### config.mk
export PLATFORM = sky130hd
export DESIGN_NAME = prime_scan_ctrl
export DESIGN_NICKNAME = d
export VERILOG_FILES = /design/src/rtl/prime_scan_pkg.sv /design/src/rtl/prime_scan_ctrl.sv
export SDC_FILE = /design/constraint.sdc
export NUM_CORES = 1
export LEC_CHECK = 0
export ABC_AREA = 1
export BUFFER_PORTS_ARGS = -buffer_cell sky130_fd_sc_hd__buf_2
export CAP_MARGIN = 10
export CELL_PAD_IN_SITES_DETAIL_PLACEMENT = 1
export CELL_PAD_IN_SITES_GLOBAL_PLACEMENT = 2
export CORE_MARGIN = 3
export CORE_UTILIZATION = 29
export DETAILED_ROUTE_END_ITERATION = 10
export PLACE_DENSITY = 0.77
export RECOVER_POWER = 100
export SLEW_MARGIN = 20
export SYNTH_ARGS = -nofsm -noshare
export SYNTH_HDL_FRONTEND = slang
export SYNTH_SLANG_ARGS = --single-unit
export TNS_END_PERCENT = 1
### constraint.sdc
create_clock -name clk -period 1.3 [get_ports clk]
set_input_delay 0 -clock clk [delete_from_list [all_inputs] [get_ports clk]]
set_output_delay 0 -clock clk [all_outputs]
set_load 0.05 [all_outputs]
### src/rtl/prime_scan_pkg.sv
// prime_scan_pkg: shared widths and FSM state encoding for the prime scan sequencer.
package prime_scan_pkg;
  localparam int DET_W = 4;
  typedef enum logic [1:0] {
    IDLE = 2'd0,
    SCAN = 2'd1,
    FIN  = 2'd2
  } state_t;
endpackage

### src/rtl/prime_scan_ctrl.sv
// prime_scan_ctrl: sweeps the prime detector input from lo to hi and reports
// the prime count and the largest prime seen.
module prime_scan_ctrl
  import prime_scan_pkg::*;
#(
  parameter int W     = DET_W,
  parameter int CNT_W = W + 1
) (
  input  logic             clk,
  input  logic             rst_n,
  input  logic             start,
  input  logic             abort,
  input  logic [W-1:0]     lo,
  input  logic [W-1:0]     hi,
  output logic [W-1:0]     det_s,
  input  logic             det_prime,
  output logic             busy,
  output logic             done,
  output logic             range_err,
  output logic [CNT_W-1:0] prime_cnt,
  output logic [W-1:0]     last_prime,
  output logic             found
);
  state_t state, state_nxt;
  logic [W-1:0] hi_q;
  logic at_end;
  assign at_end = det_s == hi_q;
  always_ff @(posedge clk or negedge rst_n)
    if (!rst_n) state <= IDLE;
    else state <= state_nxt;
  always_comb begin
    state_nxt = state;
    case (state)
      IDLE: state_nxt = start ? ((lo <= hi) ? SCAN : FIN) : IDLE;
      SCAN: state_nxt = abort ? IDLE : (at_end ? FIN : SCAN);
      default: state_nxt = IDLE;
    endcase
  end
  always_comb begin
    busy = state == SCAN;
    done = state == FIN;
  end
  // Termination is by equality with hi_q, so a sweep ending at 2^W-1 never wraps det_s.
  always_ff @(posedge clk or negedge rst_n)
    if (!rst_n) begin
      hi_q       <= '0;
      det_s      <= '0;
      prime_cnt  <= '0;
      last_prime <= '0;
      found      <= 1'b0;
      range_err  <= 1'b0;
    end else if (state == IDLE && start) begin
      prime_cnt  <= '0;
      last_prime <= '0;
      found      <= 1'b0;
      range_err  <= lo > hi;
      if (lo <= hi) begin
        hi_q  <= hi;
        det_s <= lo;
      end
    end else if (state == SCAN && !abort) begin
      if (det_prime) begin
        prime_cnt  <= prime_cnt + CNT_W'(1);
        last_prime <= det_s;
        found      <= 1'b1;
      end
      if (!at_end) det_s <= det_s + W'(1);
    end
endmodule

# After elaboration in Yosys (flattened, before gate mapping)
# Cells that the tools add are included.
[word_totals]
regBits = 21
input_bits = 13
out_inout_bits = 17
wordCells = 43
[classes]
addsub = 2
order_cmp = 2
n_eq_ne = 5
muxes = 18
n_reduce_logical = 9
[ops]
columns = ["operator", "n"]
rows = [
  ["two-way mux 4 bit", 7],
  ["two-way mux 5 bit", 3],
  ["two-way mux 2 bit", 4],
  ["adder 5 x 1 -> 5 bit, second input constant", 1],
  ["adder 4 x 1 -> 4 bit, second input constant", 1],
  ["== test 4 bit", 1],
  ["> comparator 4 bit", 1],
  ["<= comparator 4 bit", 1],
  ["inequality test 2 x 1 -> 1 bit, second input constant", 2],
  ["one-hot mux 2 bit (2 select lines)", 1],
  ["AND reduction 2 bit", 2],
  ["nonzero test 2 bit", 2],
  ["two-way mux 1 bit", 3],
  ["AND reduction 3 bit", 1],
  ["== test 2 x 1 -> 1 bit, second input constant", 1],
  ["== test 2 bit, second input constant", 1],
  ["logical AND 1 bit", 2],
  ["zero test 2 bit", 1],
  ["zero test 1 bit", 1],
]

# Longest topological paths before layout
[depth]
ltp_word = 4
mapped_depth = 12
ltp_nobuf = 12

# Least setup slack after synthesis
# No wires, ideal clock.
[synth_path]
path_type = "register to register"
from = "register det_s[0]"
to = "register det_s[2]"
setup_ps = 119
arrival_time_ps = 1356
required_ps = 1181
path_slack_ps = -175
path_stages_with_launch = 10
n_path_buf = 0
period_less_slack_ps = 1475
cell_sequence = "dfrtp_1 inv_1 nand2_1 nand2_1 nor2_1 nand2_2 nand2_4 nand2_4 nand2_1 nand2_1"
[synth_between]
elab_chain_len = 4
word_cells_on_any_way = 7
classes_between = "add/sub (1); eq/ne (2); mux (3); reduce/logical (1)"
[synth_lines]
columns = ["item", "line_no", "rtl"]
rows = [
  ["from (decl)", "prime_scan_ctrl.sv:15", "output logic [W-1:0] det_s,"],
  ["from (signal assigned)", "prime_scan_ctrl.sv:59", "det_s <= lo;"],
  ["from (signal assigned)", "prime_scan_ctrl.sv:67", "if (!at_end) det_s <= det_s + W'(1);"],
  ["adder 4 x 1 -> 4 bit", "prime_scan_ctrl.sv:67", ""],
  ["two-way mux 4 bit", "prime_scan_ctrl.sv:67", ""],
  ["two-way mux 4 bit", "prime_scan_ctrl.sv:61", "end else if (state == SCAN && !abort) begin"],
  ["two-way mux 4 bit", "prime_scan_ctrl.sv:52", "end else if (state == IDLE && start) begin"],
]
# Parallel ways exist; a longest one is shown, timed or not. The select of a mux whose other input is x is not followed.
# A chain may end at the register's enable or synchronous reset.

# Worst setup path after layout
[layout_path]
from = "register state[0]"
to = "register det_s[0]"
[layout_between]
elab_chain_len = 4
word_cells_on_any_way = 9
classes_between = "eq/ne (3); mux (1); reduce/logical (5)"
[layout_lines]
columns = ["item", "line_no", "rtl"]
rows = [
  ["from (decl)", "prime_scan_ctrl.sv:24", "state_t state, state_nxt;"],
  ["from (signal assigned)", "prime_scan_ctrl.sv:30", "else state <= state_nxt;"],
  ["zero test 2 bit / == test 2 x 1 -> 1 bit (equally long branches)", "prime_scan_ctrl.sv:52, prime_scan_ctrl.sv:61", ""],
  ["logical AND 1 bit, on equally long branches", "prime_scan_ctrl.sv:52, prime_scan_ctrl.sv:61", ""],
  ["inequality test 2 x 1 -> 1 bit (no line) / nonzero test 2 bit (equally long branches)", "--", ""],
  ["AND reduction 3 bit (no line)", "--", ""],
]
# Parallel ways exist; a longest one is shown, timed or not.

==> impl_results.md <==
* Row cnt at 22
* Area Growth Syn to Fin at 26.1%
* VDD IR max at 0.683 mV
* Total wire length at 2.96 mm
* Non-filler instance count after layout at 233
* Worst-Skew Late Latency at 260 ps
* Outcome: finished, final reports clean
* Final Hold Viols at 0
* F_max at 837 MHz
* Nets at 205
* First-pass GRT wire length at 5.17 mm
* Avg Vias per Cell at 4.59
* Most frequent cells in the layout: nand2_1 (50), dfrtp_1 (17), inv_1 (15), buf_2 (12), nand3_1 (11)
* Grt total ovfl at 0
* Leakage at 0.796 nW
* Top-area cell type share of the netlist area at 0.445
* Inst Count DP at 225
* Setup crit start kind: flop
* Clk buf depth at 2
* WP data arrival at 1390 ps
* Syn Nets at 165
* Residual DRC at 0
* Count of cell types in the netlist at 21
* Diode count at 0
* Syn_area_per_cell at 8.09 um^2
* Total vias in the final route at 1070
* # port buffers at 29
* Register area at 531 um^2
* Period utilization at 0.919
* Final Cell Area at 1490 um^2
* CP max FO at 13
* Routability cong. at 0.723
* Main area contributors after synthesis: dfrtp_1 (44%), nand2_1 (16%), ha_1 (6.4%)
* CTS Sinks at 21
* Reg-to-reg critical path startpoint: state[0]
* WL/cell at 12.7 um
* Wire length on met3 at 151 um
* Drt initial violations at 46
* Share of cells above drive strength 1 at 0.297
* CTS clk-pin slew, worst paths at 80 ps
* Netlist Area Pre-Place at 1180 um^2
* Slew HR at 0.603
* Post-Synthesis Cells at 146
* Drt first pass iters at 4
* Ports at 30
* Die area at 4870 um^2
* Largest area contributor in the netlist: dfrtp_1
* Final setup fails at 0
* Crit. Startpoint: state[0]
* Fill count at 485
* Skew final at 5.59 ps
* Worst EP required at 1500 ps
* Detail Placement HPWL at 2.42 mm
* Die H at 69.8 um
* Largest net degree at the start of global routing at 22
* Unrepaired setup endpoints after global routing: true
* CP Capture Type: flop
* Worst R2R Path Depth at 7
* Hold crit path type: input port to flop
* Die Wd at 69.8 um
* Flops & latches, synth at 21
* Most common cell after layout, fill and taps aside: nand2_1
* H-tree depth at 1
* CTS buffer count at 3
* ANT nets after route at 0
* Max cap viols at 0
* Root Buffer: clkbuf_8
* Area of the multi-input gates at 578 um^2
* Cell Pwr Density at 2280 nW/um^2
* Seq/Total Area, Yosys at 0.445
* Initial Util at 0.311
* Total GRT Usage at 0.129
* DRT met1 WL at 1.26 mm
* Slew Viols, Final at 0
* Vias in the first global route at 1154
* Least-Margin Pin Slew at 598 ps
* Dpl cell area at 1400 um^2
* Clock period minus final worst setup slack at 1190 ps
* Synth warn at 0
* Hold Crit Start: hi[1]
* Worst hold stages at 3
* Core ar. at 3800 um^2
* WS Path Type: flop to flop
* CTS tree: built
* Initial antenna violation count at 0
* Highest routed layer: met4
* Met2 WL at 1.55 mm
==> worst max-delay path, cell delays in order, from the launching register on <==
cell,delay [ps]
dfrtp_1,420
inv_1,100
nand3_4,110
inv_4,140
nand2_4,140
nand2_4,110
nand2_1,50
nand2_1,60
==> final timing paths <==
path	endpoint	slack (ps)
worst max-delay path	det_s[0]	110
worst min-delay path	hi_q[1]	5
worst max register to register	det_s[0]	110
worst min register to register	last_prime[3]	490
max in group asynchronous	det_s[3]	650
min in group asynchronous	prime_cnt[3]	250
==> through the flow <==
stage / TNS (ps) / hold slack [ps] / setup WS [ps] / power [mW] / utilization
final: 0 / 4.89 / 106 / 3.40 / 0.392
after global routing: -5.84 / 22.1 / -5.84 / 3.69 / 0.392
after CTS: 0 / 4.27 / 26.9 / 3.36 / 0.387
after detailed placement: -118 / -2.26 / -35.5 / 2.92 / 0.369
after global placement: 0 / -10.5 / 24.7 / 2.86 / 0.369
after floorplan: -62.9 / -296 / -32.7 / 2.44 / -
==> per-layer routing <==
layer,vias to the layer above,track usage
met5,-,0
met2,23,0.236
li1,538,-
met3,2,0.0275
met1,507,0.155
met4,0,0.0255
==> area by class of cell <==
type | instances | share of cell area
Timing Repair Buffer | 36 | 0.129
Sequential cell | 21 | 0.356
Multi-Input combinational cell | 103 | 0.388
Clock inverter | 1 | 0.00336
Inverter | 21 | 0.0546
Clock buffer | 3 | 0.0277
Tap cell | 48 | 0.0403
==> cell families after synthesis <==
family / synth area share
simple gates: 0.311
xor+xnor: 0.0222
flops: 0.445
compound gates: 0.0816
fa+ha+maj: 0.0636
buf+inv: 0.0763
==> sequential cells by signal, indices dropped and copies added (netlist names) <==
register    count
state           2
last_prime      4
found           1
hi_q            4
prime_cnt       5
range_err       1
det_s           4
==> power by group <==
part           switching [mW]  total (mW)  internal, mW
clock                   0.215       0.428         0.213
combinational            1.33        1.87         0.539
sequential              0.219        1.11         0.889
total                    1.76        3.40          1.64
==> cells in the mapped netlist (all sizes together) <==
library cell and count:
a21oi 1, buf 1, dfrtp 21, ha 6
inv 21, nand2 57, nand3 12, nand4 2
nor2 7, o21a 1, o21ai 13, o31ai 1
xnor2 2, xor2 1
==> what timing repair did <==
item,CTS,global route
buffers inserted,0,2
hold buffers,2,0
setup endpoints to repair,0,9
hold endpoints to repair,22,0
gates resized for setup,0,6
Power figures use the tool's default switching activity.
